**config.mk**
```make
export PLATFORM = sky130hd
export DESIGN_NAME = fifo_arbiter
export DESIGN_NICKNAME = d
export VERILOG_FILES = /design/src/rtl/fifo_arbiter.sv
export SDC_FILE = /design/constraint.sdc
export NUM_CORES = 1
export LEC_CHECK = 0
export ABC_AREA = 1
export CAP_MARGIN = 10
export CORE_MARGIN = 2
export CORE_UTILIZATION = 46
export DETAILED_ROUTE_END_ITERATION = 6
export PLACE_DENSITY = 0.78
export SLEW_MARGIN = 20
export SYNTH_ARGS = -nofsm -noshare
export SYNTH_HDL_FRONTEND = slang
export SYNTH_SLANG_ARGS = --single-unit
```
**constraint.sdc**
```tcl
create_clock -name clk -period 4.45 [get_ports clk]
set_input_delay 1.335 -clock clk [delete_from_list [all_inputs] [get_ports clk]]
set_output_delay 1.335 -clock clk [all_outputs]
set_load 0.02 [all_outputs]
```
**src/rtl/fifo_arbiter.sv**
```systemverilog
// fifo_arbiter: shares one 8-bit FIFO between NUM_REQ writers and one consumer.
// Writers are served round-robin. Write and read phases alternate, and a phase
// yields after BURST ops when the other side is waiting. A flush pulse drains
// the FIFO. Read data is presented through a registered valid/ready stage.
//
// Ports:
//   clk, reset                 clock (rising edge), async active-low reset
//   req_valid/req_data         per-writer byte offers (byte i at [8i+7:8i])
//   req_ready                  one-hot accept strobe (combinational)
//   flush                      one-cycle request to discard FIFO contents
//   fifo_din/fifo_we/fifo_re   FIFO write data and strobes (combinational)
//   fifo_dout                  FIFO show-ahead head word
//   out_valid/out_data         registered consumer output
//   out_ready                  consumer accept
//   occupancy                  registered FIFO entry count
//   busy                       controller is not idle
module fifo_arbiter #(
    parameter int unsigned NUM_REQ = 4,
    parameter int unsigned ADDR_W  = 10,
    parameter int unsigned BURST   = 4
) (
    input  logic                   clk,
    input  logic                   reset,
    input  logic [NUM_REQ-1:0]     req_valid,
    input  logic [8*NUM_REQ-1:0]   req_data,
    output logic [NUM_REQ-1:0]     req_ready,
    input  logic                   flush,
    output logic [7:0]             fifo_din,
    output logic                   fifo_we,
    output logic                   fifo_re,
    input  logic [7:0]             fifo_dout,
    output logic                   out_valid,
    output logic [7:0]             out_data,
    input  logic                   out_ready,
    output logic [ADDR_W:0]        occupancy,
    output logic                   busy
);

    localparam int unsigned PTR_W = (NUM_REQ > 1) ? $clog2(NUM_REQ) : 1;
    localparam int unsigned CNT_W = ADDR_W + 1;
    localparam int unsigned BC_W  = 5;
    localparam logic [CNT_W-1:0] CAP     = CNT_W'((64'd1 << ADDR_W) - 64'd1);
    localparam logic [BC_W-1:0]  BURST_C = BC_W'(BURST);

    localparam logic [1:0] IDLE  = 2'd0;
    localparam logic [1:0] WRITE = 2'd1;
    localparam logic [1:0] READ  = 2'd2;
    localparam logic [1:0] FLUSH = 2'd3;

    logic [1:0]       state, state_nx;
    logic [CNT_W-1:0] occ_nx;
    logic [PTR_W-1:0] rr_ptr, rr_nx;
    logic [BC_W-1:0]  burst_cnt, bc_nx;
    logic             last_wr, last_wr_nx;
    logic             ov_nx;
    logic [7:0]       od_nx;

    logic             want_wr, want_rd, burst_end, flush_hit;
    logic [PTR_W-1:0] grant_idx, up_idx, any_idx, grant_nx;
    logic             up_hit;
    logic [7:0]       grant_data;
    logic [NUM_REQ-1:0] grant_onehot;

    assign want_wr   = (|req_valid) && (occupancy < CAP);
    assign want_rd   = (occupancy != '0) && (!out_valid || out_ready);
    assign burst_end = (burst_cnt + BC_W'(1)) >= BURST_C;
    assign flush_hit = flush && (state != FLUSH);
    assign busy      = (state != IDLE);

    // Round-robin pick: lowest valid index at/above rr_ptr, else lowest valid overall.
    always_comb begin
        up_hit       = 1'b0;
        up_idx       = '0;
        any_idx      = '0;
        grant_data   = '0;
        grant_onehot = '0;
        for (int i = NUM_REQ - 1; i >= 0; i--) begin
            if (req_valid[i]) begin
                any_idx = PTR_W'(i);
                if (i >= int'(rr_ptr)) begin
                    up_hit = 1'b1;
                    up_idx = PTR_W'(i);
                end
            end
        end
        grant_idx = up_hit ? up_idx : any_idx;
        grant_nx  = (grant_idx == PTR_W'(NUM_REQ - 1)) ? '0 : grant_idx + PTR_W'(1);
        for (int i = 0; i < NUM_REQ; i++) begin
            if (PTR_W'(i) == grant_idx) begin
                grant_data      = req_data[8*i +: 8];
                grant_onehot[i] = 1'b1;
            end
        end
    end

    // Phase control, FIFO strobes and output-stage next values.
    always_comb begin
        state_nx   = state;
        occ_nx     = occupancy;
        rr_nx      = rr_ptr;
        bc_nx      = burst_cnt;
        last_wr_nx = last_wr;
        ov_nx      = out_valid;
        od_nx      = out_data;
        req_ready  = '0;
        fifo_we    = 1'b0;
        fifo_re    = 1'b0;
        fifo_din   = '0;

        if (out_valid && out_ready) ov_nx = 1'b0;

        if (flush_hit) begin
            state_nx = FLUSH;
            ov_nx    = 1'b0;
        end else begin
            case (state)
                IDLE: begin
                    if (want_wr && want_rd) state_nx = last_wr ? READ : WRITE;
                    else if (want_wr)       state_nx = WRITE;
                    else if (want_rd)       state_nx = READ;
                end
                WRITE: begin
                    if (want_wr) begin
                        fifo_we    = 1'b1;
                        fifo_din   = grant_data;
                        req_ready  = grant_onehot;
                        occ_nx     = occupancy + CNT_W'(1);
                        rr_nx      = grant_nx;
                        last_wr_nx = 1'b1;
                        bc_nx      = (burst_cnt >= BURST_C) ? burst_cnt : burst_cnt + BC_W'(1);
                    end
                    if (!want_wr)                   state_nx = want_rd ? READ : IDLE;
                    else if (burst_end && want_rd)  state_nx = READ;
                end
                READ: begin
                    if (want_rd) begin
                        fifo_re    = 1'b1;
                        occ_nx     = occupancy - CNT_W'(1);
                        ov_nx      = 1'b1;
                        od_nx      = fifo_dout;
                        last_wr_nx = 1'b0;
                        bc_nx      = (burst_cnt >= BURST_C) ? burst_cnt : burst_cnt + BC_W'(1);
                    end
                    if (!want_rd)                   state_nx = want_wr ? WRITE : IDLE;
                    else if (burst_end && want_wr)  state_nx = WRITE;
                end
                default: begin
                    // Drain: pops are discarded, the consumer sees nothing.
                    ov_nx = 1'b0;
                    if (occupancy != '0) begin
                        fifo_re = 1'b1;
                        occ_nx  = occupancy - CNT_W'(1);
                    end else begin
                        state_nx = IDLE;
                    end
                end
            endcase
        end

        // A fresh phase always starts with a full burst allowance.
        if (state_nx != state) bc_nx = '0;
    end

    always_ff @(posedge clk or negedge reset) begin
        if (!reset) begin
            state     <= IDLE;
            occupancy <= '0;
            rr_ptr    <= '0;
            burst_cnt <= '0;
            last_wr   <= 1'b0;
            out_valid <= 1'b0;
            out_data  <= '0;
        end else begin
            state     <= state_nx;
            occupancy <= occ_nx;
            rr_ptr    <= rr_nx;
            burst_cnt <= bc_nx;
            last_wr   <= last_wr_nx;
            out_valid <= ov_nx;
            out_data  <= od_nx;
        end
    end

endmodule

```
==> results.sh <==
export IMPL_vias=2582
export IMPL_dp_cells=501
export IMPL_hold_viol=0
export IMPL_syn_nets=394
export IMPL_period_share=0.9834
export IMPL_syn_area_per_cell_um2=7.428
export IMPL_clockBufferDepth=2
export IMPL_cp_slowest_cell="ha_4"
export IMPL_yosys_warnings=0
export IMPL_areaGrowthSynthToFinish_pct=54.11
export IMPL_dp_worst_setup_slack_ns=-0.8516
export IMPL_rows=26
export IMPL_worst_r2r_cell_count=10
export IMPL_maxSlewHeadroom=0.7362
export IMPL_ys_seq_area_frac=0.3063
export IMPL_placed_area_um2=3556
export IMPL_cts_made_buffers=5
export IMPL_end_kind="output pin"
export IMPL_fin_ws_ns=0.07404
export IMPL_path_cells="buf_8 -> inv_6 -> nor3_4 -> inv_1 -> o21ai_2 -> a21oi_2 -> nand2_1 -> nand2_2 -> inv_2 -> ha_4 -> nor2_4 -> buf_6 -> a22oi_2 -> nand2_1 -> o211ai_1 -> a21oi_2 -> buf_4"
export IMPL_critPathKind="input pin to output pin"
export IMPL_ctsHoldBuffers=0
export IMPL_via_per_inst=5.033
export IMPL_holdPathStages=1
export IMPL_slew_viol_final=0
export IMPL_cts_sinks=30
export IMPL_io_buffer_count=82
export IMPL_cap_violations=0
export IMPL_fin_skew_ns=0.005960
export IMPL_crit_path_max_incr_delay_ns=0.17
export IMPL_p_leak_nw=1.743
export IMPL_tightestPinTransition_ns=0.3957
export IMPL_crit_path_start_kind="input pin"
export IMPL_synthArstFlopShare=1.000
export IMPL_start_util=0.4769
export IMPL_critPathTopFamily="buffers and inverters"
export IMPL_drive_gt1_frac=0.2935
export IMPL_nets=506
export IMPL_hold_start="last_wr"
export IMPL_setup_viol=0
export IMPL_synth_cell_type_count=41
export IMPL_netlist_area_um2=2451
export IMPL_ys_ff_latch=30
export IMPL_total_power_w=0.002552
export IMPL_power_density_nw_per_um2=675.7
export IMPL_wl_um=7066
export IMPL_grt_antenna_before_repair=0
export IMPL_wire_per_inst_um=13.77
export IMPL_clk_pin_slew_ns=0.06
export IMPL_final_cells=513
export IMPL_io_pins=83
export IMPL_cts_tree="done"
export IMPL_dp_hpwl_um=5251
export IMPL_critPathRequiredTime_ns=3.12
export IMPL_synthCells=330
export IMPL_die_h_um=77.00
export IMPL_die_x_um=77.00
export IMPL_synth_edf_count=0
export IMPL_finalWeightedCongestion=0.8729
export IMPL_htreeDepth=2
export IMPL_status="complete, no violations"
export IMPL_drc_errors=0
export IMPL_die_area_um2=5928
export IMPL_startpoint="req_valid[0]"
export IMPL_period_minus_slack_ns=4.376
export IMPL_worst_path_buf_inv=6
export IMPL_r2r_start="state[1]"
export IMPL_seqCellArea_um2=750.7
export IMPL_grt_first_pass_wirelength_um=11630
export IMPL_diodes=0
export IMPL_hold_class="flop to flop"
export IMPL_first_global_vias=2499
export IMPL_clk_latency_ns=0.28
export IMPL_drtAntennaViolNets=0
export IMPL_cts_root_buffer="clkbuf_8"
export IMPL_grt_util_all_layers=0.2406
export IMPL_core_um2=5140
export IMPL_max_freq_mhz=228.5
export IMPL_nFillCells=406
export IMPL_arrival_ns=3.04
export IMPL_drt_iter0_markers=73
export IMPL_grt_overflow_total=0
export IMPL_ys_flop_type="dfrtp_1"
export IMPL_multi_input_area_um2=1655
export IMPL_cp_max_fo=4
export IMPL_crit_cells=17
export IMPL_grt_max_degree=31
export IMPL_rsz0062_at_grt="yes"
export IMPL_ir_drop_v=0.0005557
export IMPL_finish_instance_area_um2=3777
export IMPL_first_pass_iters=4
-- routing by layer --
layer | global-route usage | routed length, µm
met1 | 0.2936 | 3026
met2 | 0.4237 | 3558
met3 | 0.05176 | 357
met4 | 0.07500 | 123
met5 | 0 | 0
-- sequential cells by signal (all words and copies together) (netlist names) --
register and cells:
state 2, occupancy 11, rr_ptr 2, out_valid 1, last_wr 1, burst_cnt 5
out_data 8
-- final timing paths --
kind / end / slack [ns]
min reg2reg: last_wr / 0.49
max reg2reg: occupancy[8] / 1.89
min: last_wr / 0.49
max in group asynchronous: occupancy[9] / 2.71
min in group asynchronous: state[1] / 1.45
max: fifo_din[4] / 0.07
-- placed cells by master, fill, tap and decap left out, drive strengths merged, types with 4 or more instances in the layout --
| cell | n |
|---|---|
| o21ai | 19 |
| xor2 | 6 |
| a22oi | 6 |
| nand3 | 14 |
| ha | 15 |
| nor2 | 42 |
| a21oi | 26 |
| mux2 | 8 |
| buf | 37 |
| dlygate4sd2 | 4 |
| inv | 43 |
| clkbuf | 9 |
| xnor2 | 5 |
| clkdlybuf4s50 | 65 |
| dfrtp | 30 |
| o211ai | 6 |
| nand2 | 84 |
-- per-stage QoR --
stage / hold slack, ns / setup TNS, ns / util
2_1_floorplan: 0.4545 / -0.06382 / -
3_3_place_gp: 0.4764 / -7.460 / 0.6918
3_5_place_dp: 0.4816 / -8.548 / 0.6918
4_1_cts: 0.4962 / 0 / 0.7261
5_1_grt: 0.5043 / -0.02691 / 0.7349
6_report: 0.4912 / 0 / 0.7349
-- logic make-up after synthesis --
| family | after synthesis | synth area share |
|---|---|---|
| AND/OR/NAND/NOR | 149 | 0.2823 |
| XOR/XNOR | 11 | 0.03930 |
| adder cells (fa/ha/maj) | 16 | 0.08474 |
| AO/OA/AOI/OAI | 68 | 0.1720 |
| multiplexers | 8 | 0.03675 |
| buffers and inverters | 48 | 0.07861 |
| flip-flops | 30 | 0.3063 |
-- repair_timing --
action | CTS | global route
resized for setup | 75 | 23
setup endpoints to repair | 13 | 11
buffers inserted | 5 | 0
hold endpoints to repair | 0 | 0
pin swaps | 16 | 15
-- where the power goes --
group	switching, W	internal, W	total [W]
clock	0.000108	0.000124	0.000232
combinational	0.000954	0.000820	0.00177
sequential	0.000148	0.000398	0.000547
-- cell type report --
cell class,count,area share
Timing Repair Buffer,110,0.2700
Inverter,43,0.04472
Multi-Input combinational cell,252,0.4382
Clock buffer,6,0.02186
Tap cell,70,0.02319
Sequential cell,30,0.1987
Clock inverter,2,0.003312
-- cells in the mapped netlist, types with 2 or more instances --
| master | n | share of area |
|---|---|---|
| a21o_1 | 2 | 0.0061 |
| a22oi_1 | 6 | 0.018 |
| nor2_1 | 30 | 0.046 |
| nand3_1 | 13 | 0.027 |
| xor2_1 | 6 | 0.021 |
| nand2_1 | 76 | 0.12 |
| o21ai_2 | 4 | 0.014 |
| dfrtp_1 | 30 | 0.31 |
| inv_1 | 32 | 0.049 |
| o21ai_1 | 3 | 0.0061 |
| nor2_2 | 9 | 0.023 |
| a221oi_1 | 2 | 0.0071 |
| xnor2_1 | 5 | 0.018 |
| a31oi_1 | 2 | 0.0051 |
| o21ai_0 | 12 | 0.025 |
| nand4_1 | 3 | 0.0077 |
| o31ai_1 | 2 | 0.0061 |
| nand2_4 | 4 | 0.018 |
| ha_1 | 15 | 0.077 |
| nand2_2 | 4 | 0.010 |
| clkbuf_1 | 2 | 0.0031 |
| a21oi_1 | 24 | 0.049 |
| o211ai_1 | 6 | 0.018 |
| buf_2 | 2 | 0.0041 |
| inv_2 | 9 | 0.014 |
| nor2_4 | 3 | 0.014 |
| a21oi_2 | 2 | 0.0071 |
| or2_2 | 2 | 0.0051 |
| mux2_2 | 8 | 0.037 |
(Power assumes the default switching activity.)
